--- src/rtl/lane_rx_pkg.sv ---
// Shared types and FIFO word layout for the lane receive bridge.
// Word layout: {err, mode_lp, eop, data[7:0]}.
package lane_rx_pkg;

  localparam int unsigned WORD_W      = 11;
  localparam int unsigned RX_ERR_BIT  = 10;
  localparam int unsigned RX_MODE_BIT = 9;
  localparam int unsigned RX_EOP_BIT  = 8;

  typedef enum logic [1:0] {
    StIdle,
    StRecv,
    StDrop,
    StTerm
  } rx_state_t;

  function automatic logic [WORD_W-1:0] rx_word(input logic       err,
                                                input logic       mode_lp,
                                                input logic       eop,
                                                input logic [7:0] data);
    logic [WORD_W-1:0] w;
    w              = '0;
    w[RX_ERR_BIT]  = err;
    w[RX_MODE_BIT] = mode_lp;
    w[RX_EOP_BIT]  = eop;
    w[7:0]         = data;
    return w;
  endfunction

endpackage

--- src/rtl/lane_to_fifo_bridge.sv ---
// Lane receiver to RX FIFO bridge: one-byte hold to tag end-of-packet, packet gap
// enforcement, and error termination of damaged packets.
module lane_to_fifo_bridge #(
  parameter int unsigned WORD_W = 11
) (
  input  logic              clk,
  input  logic              rst_n,
  input  logic              lane_active,
  input  logic              lane_valid,
  input  logic [7:0]        lane_data,
  input  logic              lane_mode_lp,
  input  logic              lane_err,
  input  logic              fifo_full,
  output logic              fifo_write,
  output logic [WORD_W-1:0] fifo_data,
  input  logic [15:0]       p2p_timeout,
  output logic              rx_busy,
  output logic              err_pulse,
  output logic [15:0]       err_count
);
  import lane_rx_pkg::*;

  rx_state_t   state_q, state_d;
  logic [7:0]  hold_data_q, hold_data_d;
  logic        hold_valid_q, hold_valid_d;
  logic        mode_q, mode_d;
  logic        wrote_any_q, wrote_any_d;
  logic [15:0] gap_cnt_q, gap_cnt_d;
  logic [15:0] err_count_q;

  always_comb begin
    state_d      = state_q;
    hold_data_d  = hold_data_q;
    hold_valid_d = hold_valid_q;
    mode_d       = mode_q;
    wrote_any_d  = wrote_any_q;
    gap_cnt_d    = (gap_cnt_q != 16'd0) ? gap_cnt_q - 16'd1 : 16'd0;
    fifo_write   = 1'b0;
    fifo_data    = '0;
    err_pulse    = 1'b0;

    unique case (state_q)
      StIdle: begin
        if (lane_active) begin
          hold_valid_d = 1'b0;
          wrote_any_d  = 1'b0;
          if (gap_cnt_q == 16'd0) begin
            state_d = StRecv;
          end else begin
            state_d   = StDrop;
            err_pulse = 1'b1;
          end
        end
      end
      StRecv: begin
        if (!lane_active) begin
          gap_cnt_d = p2p_timeout;
          if (!hold_valid_q) begin
            state_d = StIdle;
          end else if (!fifo_full) begin
            fifo_write   = 1'b1;
            fifo_data    = rx_word(1'b0, mode_q, 1'b1, hold_data_q);
            hold_valid_d = 1'b0;
            state_d      = StIdle;
          end
        end else if (lane_err) begin
          state_d      = StDrop;
          hold_valid_d = 1'b0;
          err_pulse    = 1'b1;
        end else if (lane_valid) begin
          if (!hold_valid_q) begin
            // Hold empty inside RECV only happens for the first byte of a packet.
            hold_data_d  = lane_data;
            hold_valid_d = 1'b1;
            mode_d       = lane_mode_lp;
          end else if (!fifo_full) begin
            fifo_write  = 1'b1;
            fifo_data   = rx_word(1'b0, mode_q, 1'b0, hold_data_q);
            hold_data_d = lane_data;
            wrote_any_d = 1'b1;
          end else begin
            state_d      = StDrop;
            hold_valid_d = 1'b0;
            err_pulse    = 1'b1;
          end
        end
      end
      StDrop: begin
        if (!lane_active) begin
          gap_cnt_d = p2p_timeout;
          state_d   = wrote_any_q ? StTerm : StIdle;
        end
      end
      StTerm: begin
        if (!fifo_full) begin
          fifo_write = 1'b1;
          fifo_data  = rx_word(1'b1, mode_q, 1'b1, 8'h00);
          state_d    = StIdle;
        end
      end
      default: state_d = StIdle;
    endcase
  end

  always_ff @(posedge clk) begin
    if (!rst_n) begin
      state_q      <= StIdle;
      hold_data_q  <= 8'h00;
      hold_valid_q <= 1'b0;
      mode_q       <= 1'b0;
      wrote_any_q  <= 1'b0;
      gap_cnt_q    <= 16'd0;
      err_count_q  <= 16'd0;
    end else begin
      state_q      <= state_d;
      hold_data_q  <= hold_data_d;
      hold_valid_q <= hold_valid_d;
      mode_q       <= mode_d;
      wrote_any_q  <= wrote_any_d;
      gap_cnt_q    <= gap_cnt_d;
      if (err_pulse && (err_count_q != 16'hFFFF)) begin
        err_count_q <= err_count_q + 16'd1;
      end
    end
  end

  assign rx_busy   = (state_q != StIdle);
  assign err_count = err_count_q;

endmodule

--- config.mk ---
export PLATFORM = sky130hd
export DESIGN_NAME = lane_to_fifo_bridge
export DESIGN_NICKNAME = d
export VERILOG_FILES = /design/src/rtl/lane_rx_pkg.sv /design/src/rtl/lane_to_fifo_bridge.sv
export SDC_FILE = /design/constraint.sdc
export NUM_CORES = 1
export LEC_CHECK = 0
export BUFFER_PORTS_ARGS = -buffer_cell sky130_fd_sc_hd__buf_2
export CAP_MARGIN = 20
export CORE_MARGIN = 2
export CORE_UTILIZATION = 35
export CTS_CLUSTER_SIZE = 25
export DETAILED_ROUTE_END_ITERATION = 16
export GPL_TIMING_DRIVEN = 0
export HOLD_SLACK_MARGIN = 0.15
export SETUP_SLACK_MARGIN = 0.02
export SLEW_MARGIN = 15
export SYNTH_ARGS = -nofsm -noshare
export SYNTH_HDL_FRONTEND = slang
export SYNTH_SLANG_ARGS = --single-unit
export TNS_END_PERCENT = 1
--- constraint.sdc ---
create_clock -name clk -period 4 [get_ports clk]
set_clock_uncertainty 0.05 [all_clocks]
set_input_delay 0.4 -clock clk [delete_from_list [all_inputs] [get_ports clk]]
set_output_delay 0.4 -clock clk [all_outputs]
set_load 0.005 [all_outputs]
==> results by group <==
Status
  • Status: complete, no violations

Die
  • Die area: 8029 um^2
  • CORE AREA: between 7000 and 8000 um^2
  • Die width: 89.61 um
  • Starting Density: a little over a third
  • Top-level port count: 61
  • Die Y: 89.61 um
  • Rows: 31

Synthesis
  • Fraction of registers with async set/reset: 0%
  • Yosys cell types: between 50 and 60
  • Top cell type's share of synthesized area: 35.12%
  • Syn avg cell area: 8.607 um^2
  • Seq cells post-synth: 45
  • Gate Count Post-Synth: 298
  • EDFF count, synth: 0
  • Synth warn: 0
  • Most common flop cell mapped by yosys: dfxtp_1
  • Seq/Total Area, Yosys: roughly a third
  • Largest area contributor in the netlist: dfxtp_1
  • Net Count, Synth: roughly 340
  • Top cells by area, synth: dfxtp_1 (35%), mux2i_1 (5.5%), nor2_1 (5.0%), a21oi_1 (4.9%), ha_1 (3.9%)
  • Post-Syn Area: 2565 um^2

Clocking
  • Clk_lat worst skew: 300 ps
  • Clk sinks: 45
  • H-Tree Depth: 2
  • Total setup buffers inserted after CTS: 0
  • CTS Root Buffer Type: clkbuf_8
  • Clock slew at reported path FFs: 90 ps
  • Hold buffer count at cts: 0
  • CTS tree: done
  • TritonCTS buffer count: 5
  • Resized Gates After CTS: 0
  • Clk buf depth: 2

STA
  • Final setup vio count: 0
  • Slew @ Worst Pin: 710.6 ps
  • TNS Setup: 0 ps
  • Hold slack: 282.7 ps
  • Final Max Slew Viols: 0
  • Fmax: ~0.35 GHz
  • Final Cycle Share: 72.39%
  • Final WS setup: between 1000 and 1500 ps
  • RSZ-0062 raised after global routing: false
  • Hold Vio Cnt, Final: 0
  • Minimum clock period: 2896 ps
  • Relative slew slack: a little over half

Layout
  • Layout cells sized above 1: 23.42%
  • Synth-to-Final Area Change: 20.20%
  • Final Non-Filler Cells: 462
  • Fin util: around 43%
  • N_diodes: 0
  • Final #Nets: 402

Power and ir drop
  • VDD IR max: about 170 uV
  • Leak: 0.001368 uW
  • Flop pwr share: about 35%
  • Clock network fraction of total power: 18.7%
  • Sw power: 717.8 uW
  • PwrDens: 580.3 nW/um^2
  • Switch share: about 40%
  • Pint: 1071 uW
  • Combinational power share: 46.7%

Routing
  • Final ANT Viol Nets: 0
  • Routed vias: 2389
  • Routed vias/inst: 5.171
  • Final WL: 6449 um
  • Avg WL per Cell: approximately 14 um
  • Pre-antenna DRT Iters: 4
  • DRC violations left: 0
  • DRT iter0 DRCs: 94

Critical path
  • CP top delay family: buffers and inverters
  • Critical path's largest stage delay: 550 ps
  • Crit path cell chain: inv_1 > ha_1 > clkbuf_1 > nand2_1 > a21oi_1 > and3_1 > buf_2
  • Critical path startpoint category: register
  • R2R Path Start: state_q[1]$_SDFFE_PN0P_
  • Setup CP Type: reg2out
  • Slowest CP cell: a21oi_1
  • Critical path arrival: between 2000 and 2500 ps
  • Crit end category: primary output
  • Crit path max fanout: 10
  • Worst path bufs/invs: 3
  • Worst Path Required: 3550 ps
  • Worst Setup SP: state_q[1]$_SDFFE_PN0P_

Flow run
  • Max-Cap Viols: 0

Worst hold path
  • HP Start: lane_data[7]
  • HP Class: in2reg

Global routing
  • Vias in the first global route: 2186
  • GR Overflow Total: 0
  • Initial antenna violation count: 0
  • Gr usage total: 16.77%
  • First-pass GRT wire length: 10630 um
  • Pin count of the biggest net entering global routing: 14

Place
  • Placement Setup Slack: 1440 ps
  • GPL Wtd Cong: 0.8620
  • Inst Count DP: roughly 460
  • Port Buf Inserts: 58
  • Detailed Place HPWL: 4771 um
placed cells by master, fill, tap and decap left out, types with 7 or more instances in the layout:
master / count
inv_1: 10
clkbuf_1: 9
or3_1: 7
buf_2: 60
ha_1: 8
dfxtp_1: 45
nand3_1: 8
mux2i_1: 14
xor2_1: 7
nor2_1: 34
and3_1: 10
a22oi_1: 10
o21ai_0: 10
a21oi_1: 25
nand2_1: 18
per-stage QoR:
stage	cell area (um^2)	power [uW]
2_1_floorplan	2565	1264
3_3_place_gp	2979	1446
3_5_place_dp	2979	1454
4_1_cts	3083	1797
5_1_grt	3083	1942
6_report	3083	1789
state kept, by name (all words and copies together), names as in the netlist:
register      count
hold_data_q       8
mode_q            1
state_q           2
gap_cnt_q        16
err_count        16
hold_valid_q      1
wrote_any_q       1
layer usage:
metal  track usage (%)  share of wire (%)  vias up
met2             27.01                 48       40
li1                  -                  -     1224
met5                 0                  0        -
met1             22.83                 48     1118
met4             4.749                1.1        0
met3             3.382                3.0        7
cell usage after synthesis (2+ instances only):
master	count
xor2_1	7
dfxtp_1	45
a21oi_1	25
a211o_1	2
inv_1	10
nor3_1	6
o31ai_1	5
or4_1	4
o21ai_1	2
o21a_1	3
nand2_1	18
nor4_1	2
nor2b_1	4
buf_4	3
nand4_1	5
and4_1	3
or4_4	2
xnor2_1	6
clkbuf_1	9
o2111ai_1	3
o211ai_2	2
nand3_1	8
o41ai_1	2
a22oi_1	10
nand2b_1	3
or3_1	7
nand4b_1	2
nor2_1	34
buf_2	2
and3_1	10
ha_1	8
o21ai_0	10
mux2i_1	14
kinds of logic (layout without fill, tap and decap cells):
| family | after synthesis | count (layout) | share of synthesized area [%] |
|---|---|---|---|
| buffers and inverters | 24 | 89 | 4.049 |
| muxes | 15 | 15 | 5.902 |
| and+or+nand+nor | 121 | 121 | 27.07 |
| DFF | 45 | 45 | 35.12 |
| adders and majority gates | 8 | 8 | 3.903 |
| AOI/OAI and AO/OA | 72 | 72 | 19.51 |
| xor gates and xnor gates | 13 | 13 | 4.439 |
final timing paths:
check	to	slack (ps)	depth (start not counted)
max	fifo_data[1]	1100	7
min	hold_data_q[7]$_SDFFE_PN0P_	280	3
max reg2reg	err_count[9]$_SDFFE_PN0P_	1670	7
min reg2reg	wrote_any_q$_SDFFE_PN0P_	420	2
power by group through the flow:
stage	clock network [uW]	registers, uW	logic [uW]
after floorplan	0	608	655
after detailed placement	0	628	826
after CTS	345	618	834
final	334	619	836
after global placement	0	626	820
after global routing	367	633	943
layout make-up:
class / count / area, um^2
clock inverter: 2 / 35.03
fill: 753 / 4093
buffer: 14 / 66.31
sequential: 45 / 900.9
clock buffer: 5 / 68.82
multi-input combinational: 229 / 1560
tap: 99 / 123.9
inverter: 10 / 37.54
timing repair buffer: 58 / 290.3
worst reg2reg max path: stages (launching register included):
cell	delay, ps
dfxtp_1	380
inv_1	110
ha_1	280
nor2b_1	220
a2111oi_4	380
o211ai_2	250
or4_1	440
a21oi_1	150
Note: power is estimated with default switching activity, not from simulation.
